$ cat src/rtl/lab_io_pkg.sv
// Shared definitions for the lab board I/O wrapper.
// Holds the display-mode encoding, the synchroniser depth and the mode-advance helper.
// Optional macro LAB_IO_WRAPPER_DIFF_EN inserts the DIFF mode into the cycle.
package lab_io_pkg;

  localparam int SYNC_STAGES = 2;

  typedef enum logic [2:0] {
    MODE_SUM   = 3'd0,
    MODE_FLAGS = 3'd1,
    MODE_OPA   = 3'd2,
    MODE_OPB   = 3'd3,
    MODE_DIFF  = 3'd4
  } mode_t;

  // Display mode order: SUM -> FLAGS -> (DIFF) -> OPA -> OPB -> SUM
  function automatic mode_t next_mode(input mode_t m);
    mode_t n;
    case (m)
      MODE_SUM:   n = MODE_FLAGS;
`ifdef LAB_IO_WRAPPER_DIFF_EN
      MODE_FLAGS: n = MODE_DIFF;
      MODE_DIFF:  n = MODE_OPA;
`else
      MODE_FLAGS: n = MODE_OPA;
`endif
      MODE_OPA:   n = MODE_OPB;
      MODE_OPB:   n = MODE_SUM;
      default:    n = MODE_SUM;
    endcase
    return n;
  endfunction

endpackage

$ cat src/rtl/btn_debounce.sv
// Purpose: synchronise one raw button, debounce it, emit a one-cycle pulse per press.
// Latency: input driven after edge 0 -> debounced level rises at edge DEBOUNCE+2, press high the following cycle.
// Backpressure: none; free-running, every accepted press produces exactly one pulse.
// Ports: clk, reset (sync, active-high), btn_raw (asynchronous pin), press (1-cycle pulse on 0->1 debounced edge).
module btn_debounce
  import lab_io_pkg::*;
#(
  parameter int DEBOUNCE = 4
) (
  input  logic clk,
  input  logic reset,
  input  logic btn_raw,
  output logic press
);

  localparam int CW = $clog2(DEBOUNCE);

  logic [SYNC_STAGES-1:0] sync_q, sync_d;
  logic [CW-1:0]          cnt_q, cnt_d;
  logic                   db_q, db_d;
  logic                   db_dly_q;
  logic                   sync;

  assign sync = sync_q[SYNC_STAGES-1];

  always_comb begin
    sync_d = {sync_q[SYNC_STAGES-2:0], btn_raw};
    cnt_d  = cnt_q;
    db_d   = db_q;
    if (sync == db_q) begin
      cnt_d = '0;
    end else if (cnt_q == CW'(DEBOUNCE - 1)) begin
      // Level has disagreed for DEBOUNCE consecutive cycles: accept it.
      db_d  = sync;
      cnt_d = '0;
    end else begin
      cnt_d = cnt_q + 1'b1;
    end
  end

  always_ff @(posedge clk) begin
    if (reset) begin
      sync_q   <= '0;
      cnt_q    <= '0;
      db_q     <= 1'b0;
      db_dly_q <= 1'b0;
    end else begin
      sync_q   <= sync_d;
      cnt_q    <= cnt_d;
      db_q     <= db_d;
      db_dly_q <= db_q;
    end
  end

  // Rising edge of the debounced level only; release produces nothing.
  assign press = db_q & ~db_dly_q;

endmodule

$ cat src/rtl/lab_io_wrapper.sv
// Purpose: board-level wrapper loading W-bit operands by nibble from switches, driving an adder and a 4-LED view.
// Latency: button driven after edge 0 -> operand/mode/pointer update at edge DEBOUNCE+3, led at DEBOUNCE+4.
// Backpressure: none; each debounced press commits its action in a single cycle.
// Ports: clk; reset (sync, active-high); sw[3:0] nibble to load; btn[3:0] raw buttons
//   ([0] load A nibble, [1] load B nibble, [2] next display mode, [3] next nibble pointer);
//   led[3:0] registered display nibble; op_a/op_b[W-1:0] stored operands for observation.
// Optional macro LAB_IO_WRAPPER_DIFF_EN adds a DIFF display mode showing op_a - op_b.
module lab_io_wrapper
  import lab_io_pkg::*;
#(
  parameter int W        = 8,
  parameter int DEBOUNCE = 4
) (
  input  logic         clk,
  input  logic         reset,
  input  logic [3:0]   sw,
  input  logic [3:0]   btn,
  output logic [3:0]   led,
  output logic [W-1:0] op_a,
  output logic [W-1:0] op_b
);

  localparam int NIB = W / 4;
  localparam int PW  = (NIB > 1) ? $clog2(NIB) : 1;

  logic [3:0]    press;
  logic [W-1:0]  op_a_q, op_a_d;
  logic [W-1:0]  op_b_q, op_b_d;
  logic [PW-1:0] ptr_q, ptr_d;
  mode_t         mode_q, mode_d;
  logic [3:0]    led_q, led_d;

  logic [W:0]    sum_ext;
  logic [W-1:0]  sum;
  logic          cout, ovf, zero, neg;
  logic [3:0]    sum_nib, a_nib, b_nib;
`ifdef LAB_IO_WRAPPER_DIFF_EN
  logic [W-1:0]  diff;
  logic [3:0]    diff_nib;
`endif

  for (genvar g = 0; g < 4; g++) begin : g_btn
    btn_debounce #(.DEBOUNCE(DEBOUNCE)) u_db (
      .clk     (clk),
      .reset   (reset),
      .btn_raw (btn[g]),
      .press   (press[g])
    );
  end

  // Arithmetic on the stored operands.
  always_comb begin
    sum_ext = {1'b0, op_a_q} + {1'b0, op_b_q};
    sum     = sum_ext[W-1:0];
    cout    = sum_ext[W];
    ovf     = (op_a_q[W-1] == op_b_q[W-1]) & (sum[W-1] != op_a_q[W-1]);
    zero    = (sum == '0);
    neg     = sum[W-1];
  end

`ifdef LAB_IO_WRAPPER_DIFF_EN
  assign diff = op_a_q - op_b_q;
`endif

  // Nibble selection by pointer; a decoded loop keeps every select index constant.
  always_comb begin
    sum_nib  = '0;
    a_nib    = '0;
    b_nib    = '0;
`ifdef LAB_IO_WRAPPER_DIFF_EN
    diff_nib = '0;
`endif
    for (int i = 0; i < NIB; i++) begin
      if (ptr_q == PW'(i)) begin
        sum_nib  = sum[4*i +: 4];
        a_nib    = op_a_q[4*i +: 4];
        b_nib    = op_b_q[4*i +: 4];
`ifdef LAB_IO_WRAPPER_DIFF_EN
        diff_nib = diff[4*i +: 4];
`endif
      end
    end
  end

  // Press actions. Loads use the pointer value before any same-cycle increment.
  always_comb begin
    op_a_d = op_a_q;
    op_b_d = op_b_q;
    ptr_d  = ptr_q;
    mode_d = mode_q;
    for (int i = 0; i < NIB; i++) begin
      if (ptr_q == PW'(i)) begin
        if (press[0]) op_a_d[4*i +: 4] = sw;
        if (press[1]) op_b_d[4*i +: 4] = sw;
      end
    end
    if (press[2]) mode_d = next_mode(mode_q);
    if (press[3]) ptr_d = (ptr_q == PW'(NIB - 1)) ? '0 : ptr_q + 1'b1;
  end

  // LED reflects the committed state, so it trails an action by one cycle.
  always_comb begin
    led_d = '0;
    case (mode_q)
      MODE_SUM:   led_d = sum_nib;
      MODE_FLAGS: led_d = {neg, zero, ovf, cout};
      MODE_OPA:   led_d = a_nib;
      MODE_OPB:   led_d = b_nib;
`ifdef LAB_IO_WRAPPER_DIFF_EN
      MODE_DIFF:  led_d = diff_nib;
`endif
      default:    led_d = '0;
    endcase
  end

  always_ff @(posedge clk) begin
    if (reset) begin
      op_a_q <= '0;
      op_b_q <= '0;
      ptr_q  <= '0;
      mode_q <= MODE_SUM;
      led_q  <= '0;
    end else begin
      op_a_q <= op_a_d;
      op_b_q <= op_b_d;
      ptr_q  <= ptr_d;
      mode_q <= mode_d;
      led_q  <= led_d;
    end
  end

  assign led  = led_q;
  assign op_a = op_a_q;
  assign op_b = op_b_q;

endmodule

$ cat config.mk
export PLATFORM = sky130hd
export DESIGN_NAME = lab_io_wrapper
export DESIGN_NICKNAME = d
export VERILOG_FILES = /design/src/rtl/lab_io_pkg.sv /design/src/rtl/btn_debounce.sv /design/src/rtl/lab_io_wrapper.sv
export SDC_FILE = /design/constraint.sdc
export NUM_CORES = 1
export LEC_CHECK = 0
export BUFFER_PORTS_ARGS = -buffer_cell sky130_fd_sc_hd__clkbuf_2
export CORE_UTILIZATION = 55
export DETAILED_ROUTE_END_ITERATION = 10
export GPL_TIMING_DRIVEN = 0
export PLACE_DENSITY = 0.77
export SLEW_MARGIN = 0
export SYNTH_ARGS = -nofsm -noshare
export SYNTH_HDL_FRONTEND = slang
export SYNTH_HIERARCHICAL = 1
export SYNTH_SLANG_ARGS = --single-unit
$ cat constraint.sdc
create_clock -name clk -period 3.5 [get_ports clk]
set_input_delay 0.35 -clock clk [delete_from_list [all_inputs] [get_ports clk]]
set_output_delay 0.35 -clock clk [all_outputs]
set_load 0.005 [all_outputs]
==> results of run 1 <==
## critical path: stages, from the launching register on
cell     delay, ps
dfxtp_1        430
ha_1           240
inv_1           60
fa_1           500
or4bb_1        480
or4_4          480
o31ai_2        210
## through the flow
stage                     area (sq um)  setup slack, ps  utilization [%]
after floorplan                   2200             1200                -
after global placement            2400             1110             64.1
after detailed placement          2400             1040             64.1
after CTS                         2500             1010             66.9
after global routing              2500              907             66.9
final                             2500             1020             66.9
## metal layers
metal | track usage [%] | up-vias | share of wire, %
met2 | 35.6 | 49 | 46
met1 | 27.7 | 815 | 47
met5 | 0 | - | 0
met3 | 5.73 | 13 | 4.2
li1 | - | 877 | -
met4 | 9.78 | 0 | 2.4
## cell usage after synthesis, types with 2 or more instances
cell type	count
nor2b_1	19
nor4_1	4
a222oi_1	3
nor4b_2	4
mux2i_1	10
a22o_1	2
nand2_1	24
mux2_2	3
inv_1	6
nor2_1	16
nand3_1	8
clkbuf_1	6
a21oi_1	19
o21bai_1	2
xnor2_1	12
ha_1	16
o21ai_1	4
dfxtp_1	47
o21ai_0	2
## registers in the layout (all words and copies together), names as in the netlist
register	cells
g_btn.u_db/cnt_q	8
g_btn.u_db/db_dly_q	4
g_btn.u_db/db_q	4
g_btn.u_db/sync_q	8
led	4
mode_q	2
op_a	8
op_b	8
ptr_q	1
## cell type report
cell class | count | share of cell area [%]
multi-input combinational | 169 | 48.2
clock inverter | 1 | 1.20
sequential | 47 | 37.6
clock buffer | 6 | 2.90
tap | 48 | 2.40
timing repair buffer | 29 | 5.80
inverter | 6 | 0.900
buffer | 7 | 1.05
## kinds of logic (layout without fill, tap and decap cells)
group	count (synthesis)	count (layout)	share of synthesized area [%]
AND/OR/NAND/NOR	82	82	20.5
XOR/XNOR	12	12	4.79
buffers and inverters	13	49	2.22
multiplexers	13	13	6.10
flip-flops	47	47	42.8
AO/OA/AOI/OAI	45	45	13.5
adder cells (fa/ha/maj)	17	17	10.0
## power breakdown
part           total (W)  switching [W]  internal, W  leakage [nW]
registers       0.000542     0.00000226     0.000540         0.380
logic          0.0000247      0.0000153   0.00000937         0.582
clock network   0.000374       0.000165     0.000209        0.0513
## worst paths after layout
path / cells past startpoint / startpoint / to
worst max-delay path: 6 / op_b[0]$_SDFFE_PP0P_ / led[2]$_SDFF_PP0_
worst min register to register: 1 / g_btn[3].u_db/cnt_q[0]$_SDFF_PP0_ / g_btn[3].u_db/cnt_q[0]$_SDFF_PP0_
worst max register to register: 6 / op_b[0]$_SDFFE_PP0P_ / led[2]$_SDFF_PP0_
worst min-delay path: 2 / btn[1] / g_btn[1].u_db/sync_q[0]$_SDFF_PP0_
==> results.toml, run 1 <==
[outcome]
status = "completed"

[pwr]
p_leak_nw = 1.01
power.density_mw_per_mm2 = 376
power_w = 0.000941
ir_drop_mv = 0.273

[layout]
final_common_cell = "dfxtp_1"
layout_common_cells = "dfxtp_1, clkbuf_2, nand2_1"
multi_input_comb_area_sq_mm = 0.00121
layout.nets = 292
fin_cells = 313
diodes = 0
seqCellArea_sq_um = 941
fillers = 322
area_growth_pct = 14.0
post_route_cells_drive_above_1_share_pct = 17.4

[cts]
path_clk_slew_ps = 80
htree_levels = 2
clk_latency_ps = 300
clockBufferDepth = 2
cts_inserted_buffers = 5
postCtsSetupRepairBufs = 0
cts_resized = 0
hold_buffers = 0
cts.root.buffer_cell = "clkbuf_8"
cts_tree = "done"
cts_sinks = 47

[routing]
drc_errors = 0
dr.first_iter.drc_count = 158
drt-total-wl_um = 4260
vias = 1754
viasPerCell = 5.60
routedWlPerCell_um = 13.6
first_pass_iters = 4
antenna_left = 0

[synthesis]
synth_top_area_cell = "dfxtp_1"
ys_top_cells_by_area = "dfxtp_1, ha_1, nor2b_1, xnor2_1, mux2i_1"
avgSynthCellArea_sq_um = 9.59
yosysUniqueCellTypes = 41
netlist_area_sq_mm = 0.00220
synth-warning-count = 6
synthesis.instances = 229
ys.flop_type = "dfxtp_1"
ys_ff_latch = 47
synth_edf_count = 0
async_flop_share_pct = 0
synth.top_cell.area_share_pct = 42.8
ys_seq_area_share_pct = 42.8
syn-num-nets = 256

[sta]
hold_violations = 0
tns_ps = 0
worst_clock_skew_ps = 6.57
worst_pin_slew_ps = 599
slew_viol_final = 0
period_share_pct = 70.9
grt_setup_unrepaired = "no"
hold_ws_ps = 263
relSlewSlack_pct = 60.1
fmax_mhz = 403
setup_viol = 0
period_minus_slack_ps = 2480

[worst_setup_path]
crit_arrival_ps = 2700
crit_path_end_kind = "register"
crit_fanout = 4
path_class = "reg2reg"
r2r_slack_ps = 1020
cp.required_ps = 3720
startpoint_type = "register"

[placed_design]
portBuffers = 29
dp.cells = 306
dp_hpwl_um = 3230
gp_congestion = 0.956

[global_routing]
antenna_found_initial = 0
grt_max_degree = 30
grt_pass1_wl_um = 7140
grt_pass1_vias = 1578
grtUsageTotal_pct = 22.1
globalRouteOverflowTotal = 0

[floorplanning]
num_rows = 22
core_sq_mm = 0.00374
ios = 30
start_util_pct = 58.7
die_h_um = 65.2
fp.dieW_um = 65.2
dieArea_sq_mm = 0.00425

[worst_hold_path]
hp-class = "in2reg"

[job]
drv_cap = 0
(Power assumes the default switching activity.)
==> run 2, diff against run 1 <==
- clock period: 3.5 -> 2.3 ns (I/O delays scaled with it)
==> results.toml, run 2 (synthesis gave the netlist of run 1 again) <==
[layout]
area_growth_pct = 18.1
fin_cells = 318
layout_common_cells = "dfxtp_1, clkbuf_2, nand2_1"
layout.nets = 296
multi_input_comb_area_sq_mm = 0.00126
final_common_cell = "dfxtp_1"
post_route_cells_drive_above_1_share_pct = 22.6
seqCellArea_sq_um = 948
design_area_sq_mm = 0.00259
fillers = 316
diodes = 0

[sta]
hold_ws_ps = 132
tns_ps = 0
fmax_mhz = 442
hold_violations = 0
grt_setup_unrepaired = "yes"
period_minus_slack_ps = 2260
layout_setup_ws_ps = 40.1
period_share_pct = 98.3
slew_viol_final = 0
setup_viol = 0
relSlewSlack_pct = 61.9
worst_pin_slew_ps = 571
worst_clock_skew_ps = 6.69

[routing]
vias = 1747
first_pass_iters = 6
drc_errors = 0
routedWlPerCell_um = 14.5
dr.first_iter.drc_count = 122
antenna_left = 0
drt-total-wl_um = 4610
viasPerCell = 5.49

[outcome]
status = "completed"

[pwr]
ir_drop_mv = 0.472
seqPwrFrac_pct = 58.4
power.density_mw_per_mm2 = 544
p_leak_nw = 1.03
p_int_w = 0.00111
power_frac_comb_pct = 2.7
switching_share_pct = 21.4
power.share.clock_pct = 38.9
power_switching_w = 0.000302

[cts]
cts_tree = "done"
clk_latency_ps = 300
htree_levels = 2
clockBufferDepth = 2
cts.root.buffer_cell = "clkbuf_8"
cts_inserted_buffers = 5
cts_sinks = 47
path_clk_slew_ps = 90

[worst_setup_path]
crit_chain = "ha_4, inv_2, fa_1, or4bb_1, or4_4, o31ai_4"
critical_path.max_stage_delay_ps = 540
cp.required_ps = 2530
crit_fanout = 2
timing.rr.end = "led[2]$_SDFF_PP0_"
worstReg2RegStart = "op_b[0]$_SDFFE_PP0P_"
reg2reg_depth = 6
startpoint_type = "register"
crit_arrival_ps = 2490
path_class = "reg2reg"
slowest_stage = "or4_4"
r2r_slack_ps = 40
crit_path_end_kind = "register"

[global_routing]
antenna_found_initial = 0
grt_max_degree = 30
grt_pass1_wl_um = 7690
grtUsageTotal_pct = 24.0
globalRouteOverflowTotal = 0
grt_pass1_vias = 1638

[placed_design]
placed_cell_area_sq_mm = 0.00241
portBuffers = 29
dp.cells = 306
dp_hpwl_um = 3250
gp_congestion = 0.946
place_ws_ps = -79.7

[floorplanning]
dieArea_sq_mm = 0.00425
fp.dieW_um = 65.2
num_rows = 22
start_util_pct = 58.7
core_sq_mm = 0.00374
die_h_um = 65.2
ios = 30

[job]
drv_cap = 0

[worst_hold_path]
hp-class = "in2reg"
min_from = "btn[0]"
holdPathStages = 2
min_to = "g_btn[0].u_db/sync_q[0]$_SDFF_PP0_"
run 2: cell types whose count changed in the layout (fill, tap and decap cells not counted), sizes merged:
cell	change
buf	+4
bufinv	-1
clkbuf	+1
clkinvlp	+1
run 2: worst max path at each step:
| stage | startpoint | endpoint | slack [ps] | depth (start not counted) |
|---|---|---|---|---|
| finish | op_b[0]$_SDFFE_PP0P_ | led[2]$_SDFF_PP0_ | 40 | 6 |
| global route | op_b[0]$_SDFFE_PP0P_ | led[2]$_SDFF_PP0_ | -30 | 6 |
| CTS | op_b[0]$_SDFFE_PP0P_ | led[2]$_SDFF_PP0_ | 10 | 6 |
| detailed placement | op_b[0]$_SDFFE_PP0P_ | led[2]$_SDFF_PP0_ | -80 | 6 |
| global placement | op_b[0]$_SDFFE_PP0P_ | led[2]$_SDFF_PP0_ | -30 | 6 |
| floorplan | op_a[0]$_SDFFE_PP0P_ | led[2]$_SDFF_PP0_ | 30 | 6 |
run 2: cell type report:
cell class,instances,area share [%]
Inverter,6,0.868
Multi-Input combinational cell,169,48.5
Tap cell,48,2.32
Sequential cell,47,36.6
Buffer,7,1.01
Timing Repair Buffer,33,6.75
Clock buffer,7,3.71
Clock inverter,1,0.289
run 2: per-layer routing:
layer | share of wire, % | vias to the layer above | global-route usage (%)
li1 | - | 881 | -
met2 | 46 | 45 | 38.5
met1 | 46 | 809 | 30.2
met3 | 5.6 | 12 | 5.90
met5 | 0 | - | 0
met4 | 2.5 | 0 | 10.6
run 2: metrics by stage:
step | total power [W] | utilization [%]
after floorplan | 0.000860 | -
after global routing | 0.00146 | 69.3
final | 0.00141 | 69.3
after global placement | 0.000882 | 64.3
after detailed placement | 0.000882 | 64.3
after CTS | 0.00143 | 67.4
run 2: what timing repair did:
item | 4_1_cts | 5_1_grt
pin swaps | 1 | 6
gates resized for setup | 0 | 10
hold buffers | 0 | 0
setup endpoints to repair | 1 | 2
setup buffers | 2 | 2
hold endpoints to repair | 0 | 0
run 2: power by group through the flow:
stage | clock network (W) | registers (W) | logic (W)
5_1_grt | 0.000593 | 0.000825 | 0.0000423
3_3_place_gp | 0 | 0.000844 | 0.0000376
3_5_place_dp | 0 | 0.000844 | 0.0000380
2_1_floorplan | 0 | 0.000844 | 0.0000160
6_report | 0.000549 | 0.000824 | 0.0000375
4_1_cts | 0.000565 | 0.000825 | 0.0000381
run 2: worst max-delay path, delay by kind of cell (launching register included):
| family | cells | cell delay [ps] |
|---|---|---|
| compound gates | 1 | 160 |
| fa+ha+maj | 2 | 670 |
| buf+inv | 1 | 30 |
| flops | 1 | 380 |
| simple gates | 2 | 950 |
==> run 3, diff against run 2 <==
- SYNTH_HIERARCHICAL: 1 -> not set
==> results.toml, run 3 <==
[synthesis]
netlist_area_sq_mm = 0.00223
ys_seq_area_share_pct = 42.1
synth_common_cells = "dfxtp_1, nor2_1, mux2i_1"
ys.flop_type = "dfxtp_1"
avgSynthCellArea_sq_um = 9.67
syn-num-nets = 258
ys_top_cells_by_area = "dfxtp_1, ha_1, mux2i_1, nor2_1, nor2b_1"
synth.top_cell.area_share_pct = 42.1
synth_edf_count = 0
ys_ff_latch = 47
async_flop_share_pct = 0
synthesis.instances = 231
synth_top_area_cell = "dfxtp_1"
synth-warning-count = 0
yosysUniqueCellTypes = 43
post-synth-top-count-cell = "dfxtp_1"

[floorplanning]
die_h_um = 65.7
core_sq_mm = 0.00377
ios = 30
fp.dieW_um = 65.7
num_rows = 22
dieArea_sq_mm = 0.00432
start_util_pct = 59.2

[routing]
viasPerCell = 5.43
first_pass_iters = 4
vias = 1715
routedWlPerCell_um = 14.5
antenna_left = 0
dr.first_iter.drc_count = 106
drc_errors = 0
drt-total-wl_um = 4590

[global_routing]
grt_max_degree = 15
use_met2_pct = 35.7
grt_pass1_wl_um = 7580
busiest_layer = "met2"
grt_pass1_vias = 1583
globalRouteOverflowTotal = 0
grtUsageTotal_pct = 23.7
grt_util_met1_pct = 32.0
grt_use_met3_pct = 5.38
antenna_found_initial = 0

[sta]
period_minus_slack_ps = 2140
fmax_mhz = 468
slew_viol_final = 0
layout_setup_ws_ps = 164
setup_viol = 0
hold_violations = 0
period_share_pct = 92.9
worst_pin_slew_ps = 553
hold_ws_ps = 135
relSlewSlack_pct = 63.0
grt_setup_unrepaired = "no"
tns_ps = 0
worst_clock_skew_ps = 4.24

[job]
drv_cap = 0

[pwr]
p_leak_nw = 1.14
power.share.clock_pct = 37.4
power.density_mw_per_mm2 = 544
p_int_w = 0.00108
power_switching_w = 0.000296
power_frac_comb_pct = 2.7
switching_share_pct = 21.5
seqPwrFrac_pct = 59.8
ir_drop_mv = 0.454

[cts]
htree_levels = 2
clk_latency_ps = 300
clockBufferDepth = 2
hold_buffers = 0
postCtsSetupRepairBufs = 0
path_clk_slew_ps = 80
cts_inserted_buffers = 5
cts_resized = 0
cts.root.buffer_cell = "clkbuf_8"
cts_sinks = 47
cts_tree = "done"

[outcome]
status = "completed"

[layout]
fillers = 309
area_growth_pct = 13.4
final_common_cell = "dfxtp_1"
design_area_sq_mm = 0.00253
fin_cells = 316
multi_input_comb_area_sq_mm = 0.00123
seqCellArea_sq_um = 941
diodes = 0
post_route_cells_drive_above_1_share_pct = 19.4
layout.nets = 294
layout_common_cells = "dfxtp_1, nor2_1, clkbuf_2"

[worst_setup_path]
crit_path_end_kind = "register"
slowest_stage = "fa_1"
startpoint = "op_a[0]$_SDFFE_PP0P_"
crit_chain = "ha_1, fa_1, a211oi_2, o21ai_0, a22o_1, a32o_1"
cp.required_ps = 2500
worstReg2RegStart = "op_a[0]$_SDFFE_PP0P_"
startpoint_type = "register"
path_class = "reg2reg"
crit_arrival_ps = 2330
critical_path.max_stage_delay_ps = 440
crit_fanout = 4

[worst_hold_path]
min_from = "btn[2]"
hp-class = "in2reg"

[placed_design]
dp.cells = 308
placed_cell_area_sq_mm = 0.00244
gp_congestion = 0.906
dp_hpwl_um = 3380
place_ws_ps = 234
portBuffers = 29
run 3: cell types whose count changed after synthesis, sizes merged, moves of 10 or more:
| cell | delta |
|---|---|
| a21oi | -11 |
| nor2 | +23 |
| nand2 | -14 |
| mux2i | +10 |
run 3: kinds of logic after synthesis:
group / Yosys count / synth area share [%]
mux: 24 / 11.0
flops: 47 / 42.1
simple gates: 81 / 17.8
fa+ha+maj: 17 / 9.86
buf+inv: 17 / 2.97
compound gates: 35 / 12.3
xor+xnor: 10 / 3.92
run 3: through the flow:
step           utilization, %  total power, W
2_1_floorplan               -        0.000864
3_3_place_gp             64.7        0.000881
3_5_place_dp             64.7        0.000883
4_1_cts                  67.2         0.00139
5_1_grt                  67.2         0.00143
6_report                 67.2         0.00138
run 3: path summary, 6_finish.rpt:
check	endpoint	slack (ps)	cells after the start
worst max-delay path	led[2]$_SDFF_PP0_	160	6
worst min-delay path	g_btn[2].u_db.sync_q[0]$_SDFF_PP0_	140	2
worst max register to register	led[2]$_SDFF_PP0_	160	6
worst min register to register	g_btn[2].u_db.cnt_q[0]$_SDFF_PP0_	420	1
run 3: final cells by class:
cell class | instances | area share [%]
inverter | 9 | 1.33
clock buffer | 7 | 3.41
clock inverter | 1 | 0.346
buffer | 8 | 1.28
timing repair buffer | 29 | 5.73
tap | 48 | 2.37
multi-input combinational | 167 | 48.4
sequential | 47 | 37.1
run 3: worst max-delay path: cells and delay by family (launching register included):
family	cells	cell delay, ps
AO/OA/AOI/OAI	4	980
adder cells (fa/ha/maj)	2	710
flip-flops	1	350
run 3: per-layer routing:
metal / part of all wire (%) / wire, um
met5: 0 / 0
met4: 1.6 / 74
met2: 45 / 2070
met3: 4.5 / 208
met1: 49 / 2240
run 3: power groups by stage:
stage	sequential [W]	clock, W	combinational, W
after global routing	0.000827	0.000557	0.0000417
after CTS	0.000825	0.000524	0.0000385
final	0.000825	0.000516	0.0000378
after detailed placement	0.000844	0	0.0000381
after global placement	0.000844	0	0.0000370
after floorplan	0.000844	0	0.0000205
